`src/rtl/register_file.sv`:
```
// register_file: 32 x N_BITS MIPS general-purpose register file.
// Two asynchronous read ports (rs -> ALU A, rt -> ALU B / store data) and one
// synchronous write port fed from the write-back path. $zero has no storage
// and always reads 0. $gp (28) and $sp (29) get their initial values on reset.
//
// Optional build macro: REGFILE_BYPASS_EN
//   defined   -> a write presented this cycle is forwarded combinationally to
//                any read port addressing the same non-zero register, so
//                write-back and decode can share one cycle.
//   undefined -> read-during-write returns the old value until the edge.
//
// Interface contract: there is no handshake. A write is committed at the
// rising edge of clk whenever RegWrite=1, reset=0 and WriteRegister!=0.
// Reads have zero-cycle latency from the read index to the read data.
module register_file #(
  parameter int                N_BITS  = 32,
  parameter logic [N_BITS-1:0] SP_INIT = N_BITS'(32'h7FFF_EFFC),
  parameter logic [N_BITS-1:0] GP_INIT = N_BITS'(32'h1000_8000)
) (
  input  logic              clk,
  input  logic              reset,
  input  logic              RegWrite,
  input  logic [4:0]        WriteRegister,
  input  logic [N_BITS-1:0] WriteData,
  input  logic [4:0]        ReadRegister1,
  input  logic [4:0]        ReadRegister2,
  output logic [N_BITS-1:0] ReadData1,
  output logic [N_BITS-1:0] ReadData2
);

  // Read view of every architectural register; entry 0 is the constant $zero.
  logic [N_BITS-1:0] rd_arr [32];

  // $zero has no storage behind it.
  assign rd_arr[0] = '0;

  // One storage register per index 1..31, each with its own write decode so
  // no dynamic-index write into a shared array is needed.
  for (genvar k = 1; k < 32; k++) begin : g_reg
    localparam logic [4:0] IDX = 5'(k);
    localparam logic [N_BITS-1:0] RST_VAL = (k == 28) ? GP_INIT :
                                            (k == 29) ? SP_INIT : '0;

    logic [N_BITS-1:0] reg_q;
    logic [N_BITS-1:0] reg_d;
    logic              wr_hit;

    assign wr_hit = RegWrite && (WriteRegister == IDX);

    // Next-state: hold unless this index is the write target.
    always_comb begin
      reg_d = reg_q;
      if (wr_hit) begin
        reg_d = WriteData;
      end
    end

    // State register: reset has priority over a write in the same cycle.
    always_ff @(posedge clk) begin
      if (reset) begin
        reg_q <= RST_VAL;
      end else begin
        reg_q <= reg_d;
      end
    end

    assign rd_arr[k] = reg_q;
  end

`ifdef REGFILE_BYPASS_EN
  logic byp1;
  logic byp2;
  logic wr_live;

  // A write is forwarded only when it would really commit at the next edge.
  assign wr_live = RegWrite && !reset && (WriteRegister != 5'd0);
  assign byp1    = wr_live && (WriteRegister == ReadRegister1);
  assign byp2    = wr_live && (WriteRegister == ReadRegister2);

  // Read ports with write-through forwarding.
  always_comb begin
    ReadData1 = rd_arr[ReadRegister1];
    ReadData2 = rd_arr[ReadRegister2];
    if (byp1) begin
      ReadData1 = WriteData;
    end
    if (byp2) begin
      ReadData2 = WriteData;
    end
  end
`else
  // Read ports straight from stored state.
  always_comb begin
    ReadData1 = rd_arr[ReadRegister1];
    ReadData2 = rd_arr[ReadRegister2];
  end
`endif

endmodule

```
`config.mk`:
```
export PLATFORM = sky130hd
export DESIGN_NAME = register_file
export DESIGN_NICKNAME = d
export VERILOG_FILES = /design/src/rtl/register_file.sv
export SDC_FILE = /design/constraint.sdc
export NUM_CORES = 2
export LEC_CHECK = 0
export BUFFER_PORTS_ARGS = -buffer_cell sky130_fd_sc_hd__buf_2
export CAP_MARGIN = 10
export CORE_ASPECT_RATIO = 0.7
export CORE_MARGIN = 1.5
export CORE_UTILIZATION = 25
export DETAILED_ROUTE_END_ITERATION = 10
export SLEW_MARGIN = 20
export SYNTH_ARGS = -nofsm -noshare
export SYNTH_HDL_FRONTEND = slang
export SYNTH_SLANG_ARGS = --single-unit
```
`constraint.sdc`:
```
create_clock -name clk -period 2.8 [get_ports clk]
set_input_delay 0 -clock clk [delete_from_list [all_inputs] [get_ports clk]]
set_output_delay 0 -clock clk [all_outputs]
set_load 0.03 [all_outputs]
```
==> flow_summary.html <==
<table>
<tr><th>Metric</th><th>Value</th></tr>
<tr><th colspan="2">Timing</th></tr>
<tr><td>Final Max Tran Viols</td><td>0</td></tr>
<tr><td>Fraction of the cycle the final worst path needs</td><td>99.1%</td></tr>
<tr><td>Crit path time final</td><td>2.77 ns</td></tr>
<tr><td>Number of failing setup endpoints in the final timing report</td><td>0</td></tr>
<tr><td>Setup skew after layout</td><td>0 ns</td></tr>
<tr><td>Slew at the pin with the worst max-slew slack</td><td>0.852 ns</td></tr>
<tr><td>Achievable frequency</td><td>360 MHz</td></tr>
<tr><td>Setup TNS after final layout</td><td>0 ns</td></tr>
<tr><td>PnR worst setup slack</td><td>0.0259 ns</td></tr>
<tr><td>Remaining max-slew budget at the tightest pin</td><td>43.2%</td></tr>
<tr><td>Number of failing hold endpoints at the final stage</td><td>0</td></tr>
<tr><th colspan="2">Finish</th></tr>
<tr><td>Layout area overhead</td><td>15.0%</td></tr>
<tr><td>Fin nets</td><td>6432</td></tr>
<tr><td>Fraction of the core area covered by cells at the end of the flow</td><td>29.1%</td></tr>
<tr><td>Layout cell share with drive strength beyond 1</td><td>11.0%</td></tr>
<tr><td>Max FFs per register</td><td>992</td></tr>
<tr><td>Largest reg by FF count</td><td>g.reg_q</td></tr>
<tr><td>Area of all placed cells without fillers</td><td>0.0590 mm²</td></tr>
<tr><td>Largest registers</td><td>g.reg_q (992)</td></tr>
<tr><th colspan="2">Global route</th></tr>
<tr><td>Initial antenna violation count</td><td>28</td></tr>
<tr><td>First-pass GRT wire length</td><td>318 mm</td></tr>
<tr><td>Most used routing layer</td><td>met1</td></tr>
<tr><td>Total grt overflow</td><td>0</td></tr>
<tr><td>Met1 routing resource usage after global routing</td><td>29.2%</td></tr>
<tr><td>Maximum number of pins on one net before global-route repair</td><td>111</td></tr>
<tr><td>M2 GR Usage</td><td>28.2%</td></tr>
<tr><td>Via count of the first global-routing pass</td><td>46767</td></tr>
<tr><td>Met3 demand-to-capacity share in global routing</td><td>5.17%</td></tr>
<tr><td>Global routing usage summed across all routing layers</td><td>20.3%</td></tr>
<tr><th colspan="2">Detailed routing</th></tr>
<tr><td>Overall routed net length</td><td>220 mm</td></tr>
<tr><td>DR DRC count</td><td>0</td></tr>
<tr><td>Pre-antenna DRT Iters</td><td>6</td></tr>
<tr><td>Number of violations reported at the end of detailed-routing iteration 0</td><td>7919</td></tr>
<tr><td>Number of vias per cell</td><td>5.50</td></tr>
<tr><td>Total via count after detailed routing</td><td>50549</td></tr>
<tr><td>Final antenna-violating net count</td><td>0</td></tr>
<tr><td>Per-cell routed wire length</td><td>23.9 µm</td></tr>
<tr><th colspan="2">Logic synthesis</th></tr>
<tr><td>Synth Cell Area</td><td>0.0514 mm²</td></tr>
<tr><td>Most instantiated cells after synthesis</td><td>2082 x nand2_1, 1086 x a21oi_1, 992 x dfxtp_1, 772 x mux2i_1, 425 x clkbuf_1</td></tr>
<tr><td>Sequential element share of the synthesized area</td><td>38.7%</td></tr>
<tr><td>Top-count cell post-synth</td><td>nand2_1</td></tr>
<tr><td>Async set or reset register ratio after synthesis</td><td>0%</td></tr>
<tr><td>Synth area leaders</td><td>dfxtp_1 39%, nand2_1 15%, mux2i_1 15%</td></tr>
<tr><td>Synthesized-area fraction occupied by adder cells</td><td>0%</td></tr>
<tr><td>YS warnings</td><td>0</td></tr>
<tr><td>Count of flip-flops with a built-in enable after synthesis</td><td>0</td></tr>
<tr><td>Share of the synthesized area in the top cell type</td><td>38.7%</td></tr>
<tr><td>Flop and latch count out of synthesis</td><td>992</td></tr>
<tr><td>Proportion of synthesized area in mux cells</td><td>19.3%</td></tr>
<tr><td>Synthesized instance count</td><td>6546</td></tr>
<tr><td>Flip-flop cell with the highest count after synthesis</td><td>dfxtp_1</td></tr>
<tr><td>Synthesized netlist net count</td><td>6596</td></tr>
<tr><td>Fraction of the mapped netlist area in compound gates</td><td>16.7%</td></tr>
<tr><td>Synth Area per Inst</td><td>7.85 µm²</td></tr>
<tr><td>Synth area leader</td><td>dfxtp_1</td></tr>
<tr><td>XOR/XNOR Fraction of Synth Area</td><td>0%</td></tr>
<tr><td>Count of different cell masters after synthesis</td><td>32</td></tr>
<tr><td>Simple-gate share of the synthesized area</td><td>19.9%</td></tr>
<tr><td>Main combinational cell family by area after synthesis</td><td>simple AND/OR/NAND/NOR gates</td></tr>
<tr><th colspan="2">Run</th></tr>
<tr><td>Max-cap violations</td><td>0</td></tr>
<tr><th colspan="2">Critical path</th></tr>
<tr><td>Critical path data arrival time</td><td>2.77 ns</td></tr>
<tr><td>Critical path endpoint category</td><td>output port</td></tr>
<tr><td>Cell with the largest stage delay on the worst path</td><td>a31oi_1</td></tr>
<tr><td>Depth of the worst register-to-register path</td><td>3</td></tr>
<tr><td>Max Fanout on Critical Path</td><td>3</td></tr>
<tr><td>Startpoint Class</td><td>flop</td></tr>
<tr><td>Data required time of the critical path</td><td>2.80 ns</td></tr>
<tr><td>Cell Chain, Critical Path</td><td>mux2_2 &gt; a221oi_1 &gt; nor3_1 &gt; a31oi_1 &gt; nand3_1 &gt; buf_2</td></tr>
<tr><td>Slowest cell delay on critical path</td><td>0.45 ns</td></tr>
<tr><td>Critical path class</td><td>reg2out</td></tr>
<tr><th colspan="2">Power and ir drop</th></tr>
<tr><td>Leakage power figure</td><td>20.6 nW</td></tr>
<tr><td>Cell area power density</td><td>534 mW/mm²</td></tr>
<tr><td>Power, Total</td><td>31.6 mW</td></tr>
<tr><td>IR drop worst, VDD</td><td>0.000421 V</td></tr>
<tr><th colspan="2">Die</th></tr>
<tr><td>Die area</td><td>0.208 mm²</td></tr>
<tr><td>Die boundary width</td><td>545 µm</td></tr>
<tr><td>Initial Utilization</td><td>25.3%</td></tr>
<tr><td>Area of the core</td><td>0.203 mm²</td></tr>
<tr><td>I/O pin count</td><td>114</td></tr>
<tr><td>Vertical die dimension</td><td>382 µm</td></tr>
<tr><td>Number of cell rows</td><td>138</td></tr>
<tr><th colspan="2">Place</th></tr>
<tr><td>Detail Placement HPWL</td><td>138 mm</td></tr>
<tr><td>Buffers on Ports</td><td>113</td></tr>
<tr><td>Placement Cell Area</td><td>0.0555 mm²</td></tr>
<tr><td>Worst setup slack after placement</td><td>0.279 ns</td></tr>
<tr><td>Final weighted congestion in routability-driven placement</td><td>0.899</td></tr>
<tr><th colspan="2">CTS</th></tr>
<tr><td>Clock latency reported for the late side of the worst-skew pair</td><td>0.69 ns</td></tr>
<tr><td>CTS clk-pin slew, worst paths</td><td>0.07 ns</td></tr>
<tr><td>Clock tree from TritonCTS</td><td>yes</td></tr>
<tr><td>Inserted Clock Buffers</td><td>96</td></tr>
<tr><td>Deepest level of the CTS H-tree</td><td>3</td></tr>
<tr><td>Sinks on Clock Net</td><td>992</td></tr>
<tr><td>Maximum buffer depth of the clock tree</td><td>3</td></tr>
<tr><td>Clock root buffer</td><td>clkbuf_16</td></tr>
<tr><td>Number of post-CTS setup repair buffers</td><td>0</td></tr>
<tr><th colspan="2">Outcome</th></tr>
<tr><td>Status</td><td>completed</td></tr>
<tr><th colspan="2">Hold path</th></tr>
<tr><td>Worst hold stages</td><td>5</td></tr>
<tr><td>Worst hold path class</td><td>in2reg</td></tr>
</table>
[cell usage in the layout (no fill, tap or decap), drive strengths merged, types with 64 or more instances in the layout]
master,count
a21oi,1086
a221oi,64
a22oi,256
a31oi,64
buf,351
clkbuf,136
dfxtp,992
mux2,64
mux2i,772
mux4,64
nand2,2083
nand3,192
nor2b,102
nor3,76
[repair_timing]
action	in CTS	in global routing
endpoints found under the setup margin	3	4
gates cloned	0	0
hold buffers	38	0
gates resized for setup	3	4
hold endpoints to repair	983	0
[final cells by class]
cell class	instances	area, µm²
fillers	21525	144000
diodes	9	22.5
repair buffers	389	3540
clock inverters	36	390
well taps	2730	3420
multi-input cells	4903	29100
clock buffers	136	2750
flip-flops and latches	992	19900
[per-layer routing]
metal / wire length, µm / up-vias
met5: 78 / -
li1: - / 22180
met4: 9240 / 14
met3: 28900 / 522
met1: 92400 / 24437
met2: 89100 / 3396
[critical path: cells and delay by family, from the launching register on]
kind / cells / cell delay (ns)
flops: 1 / 0.33
mux: 1 / 0.26
buf+inv: 1 / 0.24
compound gates: 2 / 0.80
simple gates: 2 / 0.42
[report_power, final]
part	internal [mW]	switching, mW
registers	14.2	0.0809
clock network	7.35	6.15
logic	1.10	2.67
[cells by family after synthesis]
family / after synthesis
AOI/OAI and AO/OA: 1498
muxes: 900
DFF: 992
buffers and inverters: 651
and+or+nand+nor: 2505
[per-stage QoR]
step,hold WS (ns),cells
floorplan,0.118,6546
global placement,0.448,8976
detailed placement,0.459,8976
CTS,0.0754,9186
global route,0.131,9190
finish,0.133,9195
[worst paths after layout]
path / from / endpoint / slack (ns)
worst min register to register: g_reg[16].reg_q[11]$_SDFFE_PP0P_ / g_reg[16].reg_q[11]$_SDFFE_PP0P_ / 0.47
worst max register to register: g_reg[30].reg_q[25]$_SDFFE_PP0P_ / g_reg[30].reg_q[25]$_SDFFE_PP0P_ / 1.63
worst min-delay path: WriteRegister[0] / g_reg[4].reg_q[18]$_SDFFE_PP0P_ / 0.13
worst max-delay path: g_reg[1].reg_q[4]$_SDFFE_PP0P_ / ReadData1[4] / 0.03
Note: power is estimated with default switching activity, not from simulation.
